`config.mk`:
```
export PLATFORM = sky130hd
export DESIGN_NAME = preg_free_list_mw
export DESIGN_NICKNAME = d
export VERILOG_FILES = /design/src/rtl/preg_free_list_mw_pkg.sv /design/src/rtl/preg_free_list_mw.sv
export SDC_FILE = /design/constraint.sdc
export NUM_CORES = 1
export LEC_CHECK = 0
export ABC_AREA = 1
export ABC_CLOCK_PERIOD_IN_PS = 9700
export CELL_PAD_IN_SITES_DETAIL_PLACEMENT = 0
export CELL_PAD_IN_SITES_GLOBAL_PLACEMENT = 2
export CORE_UTILIZATION = 40
export DETAILED_ROUTE_END_ITERATION = 8
export DONT_BUFFER_PORTS = 1
export PLACE_DENSITY = 0.9
export SLEW_MARGIN = 10
export SYNTH_ARGS = -nofsm -noshare
export SYNTH_HDL_FRONTEND = slang
export SYNTH_SLANG_ARGS = --single-unit
```
`constraint.sdc`:
```
create_clock -name clk -period 9.7 [get_ports clk]
set_input_delay 0.97 -clock clk [delete_from_list [all_inputs] [get_ports clk]]
set_output_delay 0.97 -clock clk [all_outputs]
set_load 0.1 [all_outputs]
```
`src/rtl/preg_free_list_mw_pkg.sv`:
```
// Shared widths and types for the multi-way physical register free list.
// The free-list module sizes its index, pointer and checkpoint-id fields
// from these constants only.
package preg_free_list_mw_pkg;

    localparam int unsigned PRF_NUM_DEF  = 64;
    localparam int unsigned ARF_NUM_DEF  = 32;
    localparam int unsigned CKPT_NUM_DEF = 4;
    localparam int unsigned FL_NUM_DEF   = PRF_NUM_DEF - ARF_NUM_DEF;

    localparam int unsigned PRF_IDX_W = $clog2(PRF_NUM_DEF);
    localparam int unsigned FL_IDX_W  = $clog2(FL_NUM_DEF);
    localparam int unsigned FL_PTR_W  = FL_IDX_W + 1;
    localparam int unsigned CKPT_ID_W = $clog2(CKPT_NUM_DEF);

    typedef logic [PRF_IDX_W-1:0] preg_t;
    typedef logic [FL_IDX_W-1:0]  fl_idx_t;
    typedef logic [FL_PTR_W-1:0]  fl_ptr_t;

endpackage

```
`src/rtl/preg_free_list_mw.sv`:
```
// Physical register free list with multi-way allocate/free and branch
// checkpoints of the head pointer.
//
// Ports:
//   clk, rst            clock (rising edge), asynchronous active-low reset
//   disp_req_cnt_i      pregs requested this cycle (all-or-nothing grant)
//   disp_gnt_o          request granted
//   free_preg_o         entries at head..head+DISP_W-1, always driven
//   retire_vld_i        per-lane free valid
//   retire_preg_i       pregs being returned, compacted in lane order
//   ckpt_save_en_i      save head+ckpt_ofs_i into slot ckpt_id_i (if granted)
//   ckpt_id_i, ckpt_ofs_i
//   br_recover_en_i     restore head from slot br_recover_id_i
//   br_recover_id_i
//   free_cnt_o          number of free entries
//   empty_o             free_cnt_o == 0
module preg_free_list_mw
    import preg_free_list_mw_pkg::*;
#(
    parameter int unsigned PRF_NUM  = PRF_NUM_DEF,
    parameter int unsigned ARF_NUM  = ARF_NUM_DEF,
    parameter int unsigned DISP_W   = 2,
    parameter int unsigned RET_W    = 2,
    parameter int unsigned CKPT_NUM = CKPT_NUM_DEF
) (
    input  logic                                   clk,
    input  logic                                   rst,
    input  logic [$clog2(DISP_W+1)-1:0]            disp_req_cnt_i,
    output logic                                   disp_gnt_o,
    output preg_t [DISP_W-1:0]                     free_preg_o,
    input  logic [RET_W-1:0]                       retire_vld_i,
    input  preg_t [RET_W-1:0]                      retire_preg_i,
    input  logic                                   ckpt_save_en_i,
    input  logic [CKPT_ID_W-1:0]                   ckpt_id_i,
    input  logic [$clog2(DISP_W+1)-1:0]            ckpt_ofs_i,
    input  logic                                   br_recover_en_i,
    input  logic [CKPT_ID_W-1:0]                   br_recover_id_i,
    output logic [$clog2(PRF_NUM-ARF_NUM+1)-1:0]   free_cnt_o,
    output logic                                   empty_o
);

    localparam int unsigned FL_NUM = PRF_NUM - ARF_NUM;
    localparam int unsigned CNT_W  = $clog2(FL_NUM + 1);

    preg_t       fl_q   [FL_NUM];
    fl_ptr_t     head_q;
    fl_ptr_t     tail_q;
    fl_ptr_t     head_nxt;
    fl_ptr_t     tail_nxt;
    fl_ptr_t     ckpt_q [CKPT_NUM];
    fl_idx_t     ret_slot [RET_W];
    int unsigned count;
    int unsigned ret_pop;
    logic        ret_ok;

    // Pointer = {wrap, index}; index stays below FL_NUM so a non power-of-two
    // list still visits every entry before wrapping.
    function automatic fl_ptr_t ptr_add(fl_ptr_t p, int unsigned n);
        int unsigned idx;
        logic        wrap;
        idx  = 32'(p[FL_IDX_W-1:0]) + n;
        wrap = p[FL_PTR_W-1];
        if (idx >= FL_NUM) begin
            idx  = idx - FL_NUM;
            wrap = ~wrap;
        end
        return {wrap, fl_idx_t'(idx)};
    endfunction

    function automatic int unsigned ptr_diff(fl_ptr_t t, fl_ptr_t h);
        if (t[FL_PTR_W-1] == h[FL_PTR_W-1])
            return 32'(t[FL_IDX_W-1:0]) - 32'(h[FL_IDX_W-1:0]);
        return FL_NUM + 32'(t[FL_IDX_W-1:0]) - 32'(h[FL_IDX_W-1:0]);
    endfunction

    function automatic fl_idx_t idx_of(fl_ptr_t p);
        return p[FL_IDX_W-1:0];
    endfunction

    // Valid lanes strictly below 'lane'; lane = RET_W gives the popcount.
    // This is the compaction offset of each retire lane from the tail.
    function automatic int unsigned lanes_below(logic [RET_W-1:0] vld, int unsigned lane);
        int unsigned n;
        n = 0;
        for (int unsigned l = 0; l < RET_W; l++)
            if (l < lane && vld[l]) n = n + 1;
        return n;
    endfunction

    always_comb begin
        // Grant uses the pre-retire count: frees are never bypassed to dispatch.
        count      = ptr_diff(tail_q, head_q);
        disp_gnt_o = (32'(disp_req_cnt_i) <= count) && !br_recover_en_i;
        ret_pop    = lanes_below(retire_vld_i, RET_W);
        tail_nxt   = ptr_add(tail_q, ret_pop);

        head_nxt = head_q;
        if (br_recover_en_i)
            head_nxt = ckpt_q[br_recover_id_i];
        else if (disp_gnt_o)
            head_nxt = ptr_add(head_q, 32'(disp_req_cnt_i));

        for (int unsigned k = 0; k < DISP_W; k++)
            free_preg_o[k] = fl_q[idx_of(ptr_add(head_q, k))];

        for (int unsigned l = 0; l < RET_W; l++)
            ret_slot[l] = idx_of(ptr_add(tail_q, lanes_below(retire_vld_i, l)));

        free_cnt_o = CNT_W'(count);
        empty_o    = (count == 0);
        ret_ok     = (ptr_diff(tail_q, head_nxt) + ret_pop) <= FL_NUM;
    end

    always_ff @(posedge clk or negedge rst) begin
        if (!rst) begin
            for (int unsigned i = 0; i < FL_NUM; i++)
                fl_q[i] <= preg_t'(ARF_NUM + i);
            head_q <= '0;
            tail_q <= {1'b1, fl_idx_t'(0)};
            for (int unsigned c = 0; c < CKPT_NUM; c++)
                ckpt_q[c] <= '0;
        end else begin
            head_q <= head_nxt;
            tail_q <= tail_nxt;
            for (int unsigned l = 0; l < RET_W; l++)
                if (retire_vld_i[l]) fl_q[ret_slot[l]] <= retire_preg_i[l];
            // disp_gnt_o is already low during recovery, so no save then.
            if (ckpt_save_en_i && disp_gnt_o)
                ckpt_q[ckpt_id_i] <= ptr_add(head_q, 32'(ckpt_ofs_i));
        end
    end

    retire_overflow: assert property (@(posedge clk) disable iff (!rst) ret_ok);
    ckpt_ofs_legal:  assert property (@(posedge clk) disable iff (!rst)
                                      ckpt_save_en_i |-> ckpt_ofs_i <= disp_req_cnt_i);

endmodule

```
==> reports/qor.yml <==
fin_crit_sh_pct: 60.0
fin_worst_skew_ps: 19.8
syn_area_um2: 15200
final_cell_count_no_fill: 2650
grt.overflow.total: 0
kind_of_critical_path: "register to output pin"
drt_pass1_iterations: 5
largest_net_degree_at_the_start_of_global_routing: 229
mostFrequentLayoutCell: "nand2_1"
final_net_count: 2173
setup.worst_path.start_class: "register"
post-synth-top-area-fraction_pct: 19.6
initial_utilization_pct: 41.0
rsz0062_at_grt: "no"
rr_endpoint: "head_q[0]"
critical_path_arrival_ps: 4850
cts_resized: 0
synthArstFlopShare_pct: 100
antenna_violating_nets_post_route: 0
clock_insertion_delay_worst_skew_ps: 570
grt_usage_pct: 28.6
num_vias: 15019
tns_ps: 0
count_of_endpoints_failing_hold_in_the_final_timing_report: 0
syn_inst: 2246
routedWlPerCell_um: 20.9
syn2layout_area_growth_pct: 8.27
path_cells: "ha_1, inv_1, fa_1, inv_1, o21ai_2, inv_1, ha_1, inv_1, nor2_1, o21ai_0, a21oi_1, nand3_2, nand2_1, inv_1"
final_layout_size_suffix_gt1_share_pct: 10.5
total_clock_sinks: 228
cts_root_buffer: "clkbuf_16"
first_pass_grt_wire_length_um: 84500
max_cap_viol_count: 0
required_ps: 8730
cp_common_cell: "inv_1"
critical-path-top-delay-family: "compound AO/OA/AOI/OAI gates"
grt_antenna_before_repair: 0
synth.area.top_cells: "dfstp_2 20%, o21ai_0 20%, dfrtp_1 19%"
synthesis.nets: 2295
post_cts_repair_setup_buffers: 0
reg2reg_slack_ps: 5080
finalCriticalPeriod_ps: 5820
critPathCaptureType: "output pin"
cts-htree-levels: 1
first_global_vias: 13532
design.core.area_um2: 37000
cts_buffers: 29
core.rowCount: 70
worst_setup_hold_path_clk_slew_ps: 60
tritoncts_clock_tree: "done"
yosysUniqueCellTypes: 32
crit_start: "head_q[0]"
fmax_mhz: 172
tightest_slew_ps: 1230
top_library_cells_by_usage_in_the_layout_fill_and_taps_aside: "646 x nand2_1, 591 x o21ai_0, 127 x inv_1"
die_height_um: 197
post_synth_top_flop: "dfrtp_1"
ioPinCount: 46
die_area_um2: 38700
critical_path_buf_inv_count: 5
drc_errors: 0
max_slew_margin_pct: 17.8
i_o_buffers: 0
gpl.final_weighted_congestion: 0.870
place.detailed.instances: 2597
synth_sequential_area_ratio_pct: 38.5
setup_viol: 0
critical-path-max-stage-delay_ps: 870
max-clock-path-buffers: 3
reg2reg_depth: 16
critical-path-slowest-cell: "o21ai_2"
drt_iter0_markers: 1526
vias_per_cell: 5.67
dp_hpwl_um: 34800
worst_hold_path_type: "primary input to asynchronous set/reset pin"
yosys.area.top_type: "dfstp_2"
status: "complete, no violations"
cts.hold.buffers_added: 0
synth_seq_cells: 228
reg2reg_from: "head_q[0]"
final_max_slew_viol_count: 0
routed_wl_um: 55400
num_antenna_cells: 0
postSynthAreaPerCell_um2: 6.75
die_width_um: 197
biggest_fanout_along_the_worst_timing_path: 55
ys.warnings.count: 0
synth-edff-count: 0
## sequential cells by signal, summed over array words and instances, names as in the netlist
register and cells:
head_q 6, ckpt_q 24, fl_q 192, tail_q 6
## worst max path at each step
stage	end	slack [ps]	cells past startpoint
after floorplan	disp_gnt_o	2920	16
after global placement	disp_gnt_o	4500	14
after detailed placement	disp_gnt_o	4480	14
after CTS	disp_gnt_o	3870	14
after global routing	disp_gnt_o	3660	14
final	disp_gnt_o	3880	14
## worst register-to-register path, stage by stage (launching register included)
cell and delay (ps):
dfrtp_4 800, ha_1 270, inv_1 70, fa_1 470, inv_1 50, o21ai_2 870, inv_1 160, ha_1 350
inv_1 40, nor2_1 80, o21ai_0 70, a21oi_1 210, nand3_2 180, nand2_1 170, inv_1 420, nand2_1 170
nand3_1 100
## kinds of logic after synthesis
family | after synthesis | share of synthesized area, %
fa+ha+maj | 23 | 2.14
flops | 228 | 38.5
xor+xnor | 17 | 0.982
buf+inv | 318 | 8.25
compound gates | 794 | 27.4
simple gates | 866 | 22.6
## routing by layer
layer	vias to the layer above	part of all wire, %	routed length [um]	global-route usage [%]
met2	556	44	24300	43.6
met5	-	0	0	0
met1	7129	47	25900	42.9
met3	69	7.3	4030	3.70
met4	0	2.1	1150	6.55
li1	7265	-	-	-
## final cells by class
type	count	area, um^2
fillers	3833	20500
multi-input cells	1700	8160
flip-flops and latches	228	5850
clock buffers	38	820
well taps	504	631
inverters	134	505
repair buffers	31	250
clock inverters	15	196
## through the flow
step | utilization (%) | hold slack [ps] | setup slack, ps | cell area (um^2)
after global routing | 44.4 | 92.4 | 3660 | 16400
after floorplan | - | 444 | 2920 | 15200
after CTS | 44.4 | 83.0 | 3870 | 16400
after detailed placement | 41.7 | 460 | 4480 | 15400
after global placement | 41.7 | 459 | 4500 | 15400
final | 44.4 | 102 | 3880 | 16400
## synth_stat cells, types with 2 or more instances
library cell and n:
a21oi_1 106, a31oi_1 6, buf_1 13, buf_2 34, buf_4 2, clkbuf_1 134, clkinv_1 2, dfrtp_1 115
dfstp_2 113, fa_1 5, ha_1 18, inv_1 132, nand2_1 646, nand3_1 80, nand4_1 12, nor2_1 102
nor2_2 4, nor3_1 18, o211ai_1 58, o21ai_0 593, o21ai_1 11, o22ai_1 17, xnor2_1 3, xor2_1 14
Power is not shown: default switching activity piles up to over one toggle a cycle in this logic, so the estimate is an artifact.
